`src/rtl/mips_multicycle_control.sv`:
```
`default_nettype none
// +------------------------------------------------------------------+
// | mips_multicycle_control: Moore FSM sequencing a multicycle MIPS   |
// | datapath with a mem_ready stretch.      Rev 1.0                   |
// +------------------------------------------------------------------+
module mips_multicycle_control #(
  parameter bit MEM_WAIT_EN = 1'b1,
  parameter int CNT_WIDTH   = 32
) (
  input  logic                 clk,
  input  logic                 reset,
  input  logic [5:0]           opcode,
  input  logic [5:0]           funct,
  input  logic                 mem_ready,
  output logic                 PCWrite,
  output logic                 PCWriteCondEQ,
  output logic                 PCWriteCondNE,
  output logic                 IorD,
  output logic                 MemRead,
  output logic                 MemWrite,
  output logic                 IRWrite,
  output logic [1:0]           RegDst,
  output logic [1:0]           MemtoReg,
  output logic                 RegWrite,
  output logic                 ALUSrcA,
  output logic [1:0]           ALUSrcB,
  output logic [2:0]           ALUOp,
  output logic [1:0]           PCSource,
  output logic                 illegal_op,
  output logic [3:0]           state_out,
  output logic [CNT_WIDTH-1:0] retired_count
);

  typedef enum logic [3:0] {
    S_FETCH = 4'd0, S_DECODE = 4'd1, S_MEM_ADDR = 4'd2, S_MEM_READ = 4'd3,
    S_MEM_WB = 4'd4, S_MEM_WRITE = 4'd5, S_R_EXEC = 4'd6, S_R_WB = 4'd7,
    S_BRANCH = 4'd8, S_JUMP = 4'd9, S_I_EXEC = 4'd10, S_I_WB = 4'd11,
    S_JAL = 4'd12, S_JR = 4'd13
  } state_t;

  typedef struct packed {
    logic       pcwrite;
    logic       condeq;
    logic       condne;
    logic       iord;
    logic       memread;
    logic       memwrite;
    logic       irwrite;
    logic [1:0] regdst;
    logic [1:0] memtoreg;
    logic       regwrite;
    logic       alusrca;
    logic [1:0] alusrcb;
    logic [2:0] aluop;
    logic [1:0] pcsource;
  } ctrl_t;

  localparam logic [5:0] c_OP_R    = 6'b000000;
  localparam logic [5:0] c_OP_J    = 6'b000010;
  localparam logic [5:0] c_OP_JAL  = 6'b000011;
  localparam logic [5:0] c_OP_BEQ  = 6'b000100;
  localparam logic [5:0] c_OP_BNE  = 6'b000101;
  localparam logic [5:0] c_OP_ADDI = 6'b001000;
  localparam logic [5:0] c_OP_ANDI = 6'b001100;
  localparam logic [5:0] c_OP_ORI  = 6'b001101;
  localparam logic [5:0] c_OP_LUI  = 6'b001111;
  localparam logic [5:0] c_OP_LW   = 6'b100011;
  localparam logic [5:0] c_OP_SW   = 6'b101011;
  localparam logic [5:0] c_FN_JR   = 6'b001000;
  localparam logic [CNT_WIDTH-1:0] c_ONE = {{(CNT_WIDTH-1){1'b0}}, 1'b1};

  state_t                 r_state;
  state_t                 w_next;
  ctrl_t                  r_ctrl;
  logic [CNT_WIDTH-1:0]   r_retired;
  logic                   w_ready;
  logic                   w_legal;
  logic                   w_terminal;
  logic                   w_retire;

  // Control word for a state; opcode is stable from DECODE onward.
  function automatic ctrl_t decode(input state_t s, input logic [5:0] op);
    ctrl_t c;
    c = '0;
    case (s)
      S_FETCH:     begin c.memread = 1'b1; c.alusrcb = 2'b01;
                         c.irwrite = 1'b1; c.pcwrite = 1'b1; end
      S_DECODE:    c.alusrcb = 2'b11;
      S_MEM_ADDR:  begin c.alusrca = 1'b1; c.alusrcb = 2'b10; end
      S_MEM_READ:  begin c.iord = 1'b1; c.memread = 1'b1; end
      S_MEM_WB:    begin c.memtoreg = 2'b01; c.regwrite = 1'b1; end
      S_MEM_WRITE: begin c.iord = 1'b1; c.memwrite = 1'b1; end
      S_R_EXEC:    begin c.alusrca = 1'b1; c.aluop = 3'b010; end
      S_R_WB:      begin c.regdst = 2'b01; c.regwrite = 1'b1; end
      S_BRANCH:    begin c.alusrca = 1'b1; c.aluop = 3'b001; c.pcsource = 2'b01;
                         c.condeq = (op == c_OP_BEQ); c.condne = (op == c_OP_BNE); end
      S_JUMP:      begin c.pcsource = 2'b10; c.pcwrite = 1'b1; end
      S_I_EXEC: begin
        c.alusrca = 1'b1;
        c.alusrcb = 2'b10;
        case (op)
          c_OP_ANDI: c.aluop = 3'b011;
          c_OP_ORI:  c.aluop = 3'b100;
          c_OP_LUI:  c.aluop = 3'b101;
          default:   c.aluop = 3'b000;
        endcase
      end
      S_I_WB:      c.regwrite = 1'b1;
      S_JAL:       begin c.pcsource = 2'b10; c.pcwrite = 1'b1; c.regdst = 2'b10;
                         c.memtoreg = 2'b10; c.regwrite = 1'b1; end
      S_JR:        begin c.pcsource = 2'b11; c.pcwrite = 1'b1; end
      default:     c = '0;
    endcase
    return c;
  endfunction

  assign w_ready = MEM_WAIT_EN ? mem_ready : 1'b1;

  always_comb begin
    w_next  = S_FETCH;
    w_legal = 1'b1;
    case (r_state)
      S_FETCH:    w_next = w_ready ? S_DECODE : S_FETCH;
      S_DECODE: begin
        case (opcode)
          c_OP_LW, c_OP_SW:                      w_next = S_MEM_ADDR;
          c_OP_R:    w_next = (funct == c_FN_JR) ? S_JR : S_R_EXEC;
          c_OP_BEQ, c_OP_BNE:                    w_next = S_BRANCH;
          c_OP_ADDI, c_OP_ANDI, c_OP_ORI, c_OP_LUI: w_next = S_I_EXEC;
          c_OP_J:                                w_next = S_JUMP;
          c_OP_JAL:                              w_next = S_JAL;
          default: begin w_next = S_FETCH; w_legal = 1'b0; end
        endcase
      end
      S_MEM_ADDR:  w_next = (opcode == c_OP_SW) ? S_MEM_WRITE : S_MEM_READ;
      S_MEM_READ:  w_next = w_ready ? S_MEM_WB : S_MEM_READ;
      S_MEM_WRITE: w_next = w_ready ? S_FETCH : S_MEM_WRITE;
      S_R_EXEC:    w_next = S_R_WB;
      S_I_EXEC:    w_next = S_I_WB;
      default:     w_next = S_FETCH;
    endcase
  end

  always_comb begin
    w_terminal = 1'b0;
    case (r_state)
      S_MEM_WB, S_MEM_WRITE, S_R_WB, S_BRANCH,
      S_I_WB, S_JUMP, S_JAL, S_JR: w_terminal = 1'b1;
      default:                     w_terminal = 1'b0;
    endcase
  end

  assign w_retire = w_terminal && (w_next == S_FETCH);

  // Outputs are registered from the next-state decode so they match the state register.
  always_ff @(posedge clk) begin
    if (reset) begin
      r_state   <= S_FETCH;
      r_ctrl    <= decode(S_FETCH, opcode);
      r_retired <= '0;
    end else begin
      r_state <= w_next;
      r_ctrl  <= decode(w_next, opcode);
      if (w_retire) r_retired <= r_retired + c_ONE;
    end
  end

  assign PCWrite       = !reset && r_ctrl.pcwrite && ((r_state != S_FETCH) || w_ready);
  assign IRWrite       = !reset && r_ctrl.irwrite && w_ready;
  assign PCWriteCondEQ = !reset && r_ctrl.condeq;
  assign PCWriteCondNE = !reset && r_ctrl.condne;
  assign RegWrite      = !reset && r_ctrl.regwrite;
  assign MemWrite      = !reset && r_ctrl.memwrite;
  assign illegal_op    = !reset && (r_state == S_DECODE) && !w_legal;
  assign IorD          = r_ctrl.iord;
  assign MemRead       = r_ctrl.memread;
  assign RegDst        = r_ctrl.regdst;
  assign MemtoReg      = r_ctrl.memtoreg;
  assign ALUSrcA       = r_ctrl.alusrca;
  assign ALUSrcB       = r_ctrl.alusrcb;
  assign ALUOp         = r_ctrl.aluop;
  assign PCSource      = r_ctrl.pcsource;
  assign state_out     = r_state;
  assign retired_count = r_retired;

endmodule
`default_nettype wire
```
`config.mk`:
```
export PLATFORM = sky130hd
export DESIGN_NAME = mips_multicycle_control
export DESIGN_NICKNAME = d
export VERILOG_FILES = /design/src/rtl/mips_multicycle_control.sv
export SDC_FILE = /design/constraint.sdc
export NUM_CORES = 1
export LEC_CHECK = 0
export CORE_MARGIN = 2
export CORE_UTILIZATION = 50
export DETAILED_ROUTE_END_ITERATION = 6
export GPL_TIMING_DRIVEN = 0
export PLACE_DENSITY = 0.87
export SLEW_MARGIN = 25
export SYNTH_ARGS = -nofsm -noshare
export SYNTH_HDL_FRONTEND = slang
export SYNTH_SLANG_ARGS = --single-unit
```
`constraint.sdc`:
```
create_clock -name clk -period 4.3 [get_ports clk]
set_clock_uncertainty 0.15 [all_clocks]
set_input_delay 0.86 -clock clk [delete_from_list [all_inputs] [get_ports clk]]
set_output_delay 0.86 -clock clk [all_outputs]
set_load 0.02 [all_outputs]
```
Yosys cells after proc, flatten, opt, wreduce, memory -nomap -nowiden
Memories as Yosys holds them, arrays and structs flattened. A register that Yosys moved wholly into a read port is not among the register bits.
Cells that the tools add are included.
Widths: inputs -> output; s select.
{"block": "word_totals", "register_bits": 56, "romBits": 16, "out_inout_bits": 57, "elab_cells": 102, "n_memories": 1}
{"memory": "(no name shown)", "depth": 16, "width": 1, "rd": 1, "rd_ports_with_merged_regs": 1, "write_ports": 0, "line_no": "146", "rtl": "case (r_state)"}
{"block": "op_classes", "addsub": 1, "n_eq_ne": 30, "muxes": 23, "bitwise": 1, "reduce_logical": 30}
{"operator": "$add 32x1->32 const B", "n": 1}
{"operator": "$eq 6x4->1 const B", "n": 5}
{"operator": "$eq 4x4->1 const B", "n": 7}
{"operator": "$pmux 4 s7", "n": 1}
{"operator": "$eq 4x3->1 const B", "n": 6}
{"operator": "$pmux 4 s6", "n": 1}
{"operator": "$pmux 3 s3", "n": 2}
{"operator": "$eq 4x2->1 const B", "n": 4}
{"operator": "$reduce_or 4->1", "n": 4}
{"operator": "$reduce_or 2->1", "n": 7}
{"operator": "$eq 6x2->1 const B", "n": 2}
{"operator": "$eq 6x3->1 const B", "n": 2}
{"operator": "$eq 6x6->1 const B", "n": 2}
{"operator": "$pmux 2 s3", "n": 2}
{"operator": "$logic_and 1x1->1", "n": 11}
{"operator": "$reduce_or 11->1", "n": 1}
{"operator": "$mux 1", "n": 10}
{"operator": "$mux 3", "n": 3}
{"operator": "$eq 4x1->1 const B", "n": 2}
{"operator": "$logic_not 4->1", "n": 2}
{"operator": "$mux 4", "n": 2}
{"operator": "$pmux 2 s2", "n": 2}
{"operator": "$logic_not 6->1", "n": 1}
{"operator": "$reduce_bool 4->1", "n": 1}
{"operator": "other kinds (3)", "n": 4}

Logic depth before layout (Yosys ltp)
{"block": "logic_depth", "ltp_word": 7, "mapped_depth": 9, "depth_no_buf": 6}

Worst setup path after synthesis
OpenSTA, ideal clock, no wires.
{"block": "synth_path", "path_type": "input port to output port", "start": "in opcode[0]", "end": "out illegal_op", "t_arrival_ns": 1.963, "path_slack_ns": 1.327, "stages": 5, "n_path_buf": 1, "cell_sequence": "buf_2 nand4b_1 and2_1 a21oi_1 nor3_1"}
{"block": "synth_between", "elab_chain_len": 6}
{"element": "from (decl)", "line_no": "12", "rtl": "input logic [5:0] opcode,"}
{"element": "$eq 6x6->1 (tied with other cells)", "line_no": "125", "rtl": "case (opcode)"}
{"element": "$reduce_or 11->1 (no source line) *"}
{"element": "$mux 1 *", "line_no": "125"}
{"element": "$mux 1 *", "line_no": "122", "rtl": "case (r_state)"}
{"element": "$logic_not 1->1 *", "line_no": "174", "rtl": "assign illegal_op = !reset && (r_state == S_DECODE) && !w_legal;"}
{"element": "$logic_and 1x1->1 *", "line_no": "174"}
{"element": "to (decl)", "line_no": "29", "rtl": "output logic illegal_op,"}
Mark *: on every way between the ends. The rest lies on a longest branch, timed or not.

Final worst setup path
{"block": "layout_path", "start": "in reset", "end": "out PCWrite"}
{"block": "layout_between", "elab_chain_len": 3}
{"element": "from (decl)", "line_no": "11", "rtl": "input logic reset,"}
{"element": "$logic_not 1->1", "line_no": "168", "rtl": "assign PCWrite = !reset && r_ctrl.pcwrite && ((r_state != S_FETCH) || w_ready);"}
{"element": "$logic_and 1x1->1 (2 in series)", "line_no": "168"}
{"element": "to (decl)", "line_no": "15", "rtl": "output logic PCWrite,"}
No other way between the ends.

==> flow_summary.toml <==
[run_status]
outcome = "complete, no violations"

[synth]
yosys.area_share.simple = 0.306
ys_ff_latch = 57
synth_edf_count = 0
syn_nets = 388
synth_ff_type = "dfxtp_1"
yosysWarningCount = 0
syn_area_per_cell_um2 = 8.64
syn_inst = 372
ys_async_sr_fraction = 0
yosys.area.top_type_share = 0.355
synthXorXnorAreaFrac = 0.00545
synth_compound_area_frac = 0.221
synth_top_area_cell = "dfxtp_1"
synth_top_family_by_area = "simple AND/OR/NAND/NOR gates"
synth_area_leaders = "dfxtp_1 (35%), o31ai_1 (7.0%), or4_1 (7.0%)"
synthAdderAreaFrac = 0.00389
ys_types = 63
ys_seq_area_frac = 0.355
synthMuxAreaShare = 0.0167
syn_area_mm2 = 0.00322

[routing]
routed_wl_mm = 8.40
vias = 3235
drc = 0
first_pass_iters = 5
viasPerCell = 6.07
wl_per_cell_um = 15.8
postRouteAntennaNets = 0
drt-initial-drc-count = 238

[layout]
final_cell_count_no_fill = 533
layout-drive-gt1-share = 0.134
most-common-layout-cells = "clkdlybuf4s50_1 (68), dfxtp_1 (57), a21oi_1 (36)"
diodes = 0
layout_commonest_cell = "clkdlybuf4s50_1"
fillCellCount = 505
synthToLayoutAreaGrowth_pct = 30.0
utilization = 0.666
nets = 467

[timing]
post-route-min-period_ns = 3.96
fin_setup_tns_ns = 0
relSlewSlack = 0.543
post-route-period-util = 0.921
maxSlewViolCount = 0
worst_pin_slew_ns = 0.681
grt_setup_unrepaired = "no"
finalSetupViolCount = 0
max_freq_mhz = 253
final_hold_viol_count = 0

[die]
ioPinCount = 72
die_h_um = 84.2
core_mm2 = 0.00628
rows = 29
initial_core_util = 0.512
die_area_mm2 = 0.00709
die_w_um = 84.2

[placed_design]
dp_hpwl_mm = 6.06
place_congestion = 0.870
port_buffers = 68
dp_cells = 517

[clock_network]
cts_tree = "built"
cts.htree.levels = 3
post_cts_resized = 0
clk_latency_ns = 0.33
numCtsBuffers = 9
cts_sinks = 57
path_clk_slew_ns = 0.06
hold_buffers = 0
clock_path_buffers = 2
clockRootBuffer = "clkbuf_8"
postCtsSetupRepairBufs = 0

[power_and_ir_drop]
pwr_density_cell_mw_per_mm2 = 283
leakagePower_nw = 1.44
vdd_drop_max_mv = 0.204

[setup_path]
critPathLaunchType = "input port"
crit_required_ns = 3.29
crit_fanout = 10
critical_path_arrival_ns = 2.95
endpoint_kind = "primary output"
crit_type = "input port to primary output"

[global_routing]
grt_max_degree = 11
grt_use_total = 0.234
grt_pass1_wl_mm = 13.8
gr-total-overflow = 0
grt_pass1_vias = 2947
antenna_found_initial = 0

[min_path]
min_path_type = "flip-flop to flip-flop"

[flow_run]
max_cap_viol_count = 0
[synth_stat cells, types with 2 or more instances]
master	n
buf_6	7
o21ai_1	6
nand3_1	21
a21oi_1	36
o211a_1	2
nand4b_1	3
a31oi_1	3
nand2_1	15
nor3_2	2
nor2b_1	8
nor2_1	23
and3_1	12
xnor2_1	2
or3b_2	2
dfxtp_1	57
clkbuf_1	9
buf_4	13
a2111oi_4	2
and2_1	5
mux2_1	2
a21o_1	2
inv_1	7
o211ai_1	2
nor4_1	2
buf_1	2
mux2i_1	2
nand2b_1	3
nor3_1	7
buf_2	10
o31ai_1	30
o21ai_0	3
nand4_1	7
or4_1	30
and4_1	5
or4b_4	2
[report_power, final]
group / internal [mW] / total, mW / switching (mW)
Combinational: 0.0644 / 0.155 / 0.0907
Clock: 0.282 / 0.487 / 0.205
Sequential: 0.536 / 0.541 / 0.00478
Total: 0.883 / 1.18 / 0.300
[kinds of logic (layout without fill, tap and decap cells)]
family | Yosys count | in the layout
simple gates | 158 | 158
compound gates | 100 | 100
flops | 57 | 57
buf+inv | 49 | 133
mux | 5 | 5
xor+xnor | 2 | 2
fa+ha+maj | 1 | 1
[sequential cells by signal, summed over array words and instances, names as in the netlist]
name and flops:
MemRead 1, RegDst 2, ALUSrcA 1, ALUOp 3, MemtoReg 2, IorD 1
retired_count 32, PCSource 2, ALUSrcB 2, w_terminal 1, r_ctrl 6, state_out 4
[worst max-delay path, stage by stage]
cell and delay [ns]:
clkdlybuf4s50_1 0.47, clkbuf_1 0.25, clkbuf_1 0.31, a311oi_1 0.39, clkdlybuf4s50_1 0.67
[per-layer routing]
layer,vias up,track usage,part of all wire
met5,-,0,0
met4,0,0.0557,0.0085
met2,96,0.372,0.48
met3,6,0.0501,0.056
li1,1570,-,-
met1,1563,0.327,0.45
[metrics by stage]
stage | hold WS [ns] | instance area [um2] | setup slack (ns) | power, mW
floorplan | 0.401 | 3220 | 1.33 | 0.655
global placement | 0.324 | 3990 | 0.340 | 0.702
detailed placement | 0.336 | 3990 | 0.372 | 0.705
CTS | 0.348 | 4180 | 0.340 | 1.18
global route | 0.369 | 4180 | 0.267 | 1.22
finish | 0.348 | 4180 | 0.342 | 1.18
[layout make-up]
cell class | instances | area, um2 | share of cell area
Buffer | 41 | 268 | 0.0640
Clock buffer | 13 | 149 | 0.0356
Clock inverter | 3 | 40.0 | 0.00958
Inverter | 8 | 30.0 | 0.00718
Multi-Input combinational cell | 266 | 1780 | 0.425
Sequential cell | 57 | 1140 | 0.273
Tap cell | 77 | 96.3 | 0.0230
Timing Repair Buffer | 68 | 681 | 0.163
[worst paths after layout]
check	from	end	slack [ns]	depth (start not counted)
setup / recovery	reset	PCWrite	0.34	5
hold / removal	retired_count[29]$_SDFFE_PP0P_	retired_count[29]$_SDFFE_PP0P_	0.35	2
setup reg to reg	state_out[2]$_SDFF_PP0_	retired_count[13]$_SDFFE_PP0P_	1.68	9
hold reg to reg	retired_count[29]$_SDFFE_PP0P_	retired_count[29]$_SDFFE_PP0P_	0.35	2
No activity file was read; power rests on OpenSTA's default activity.
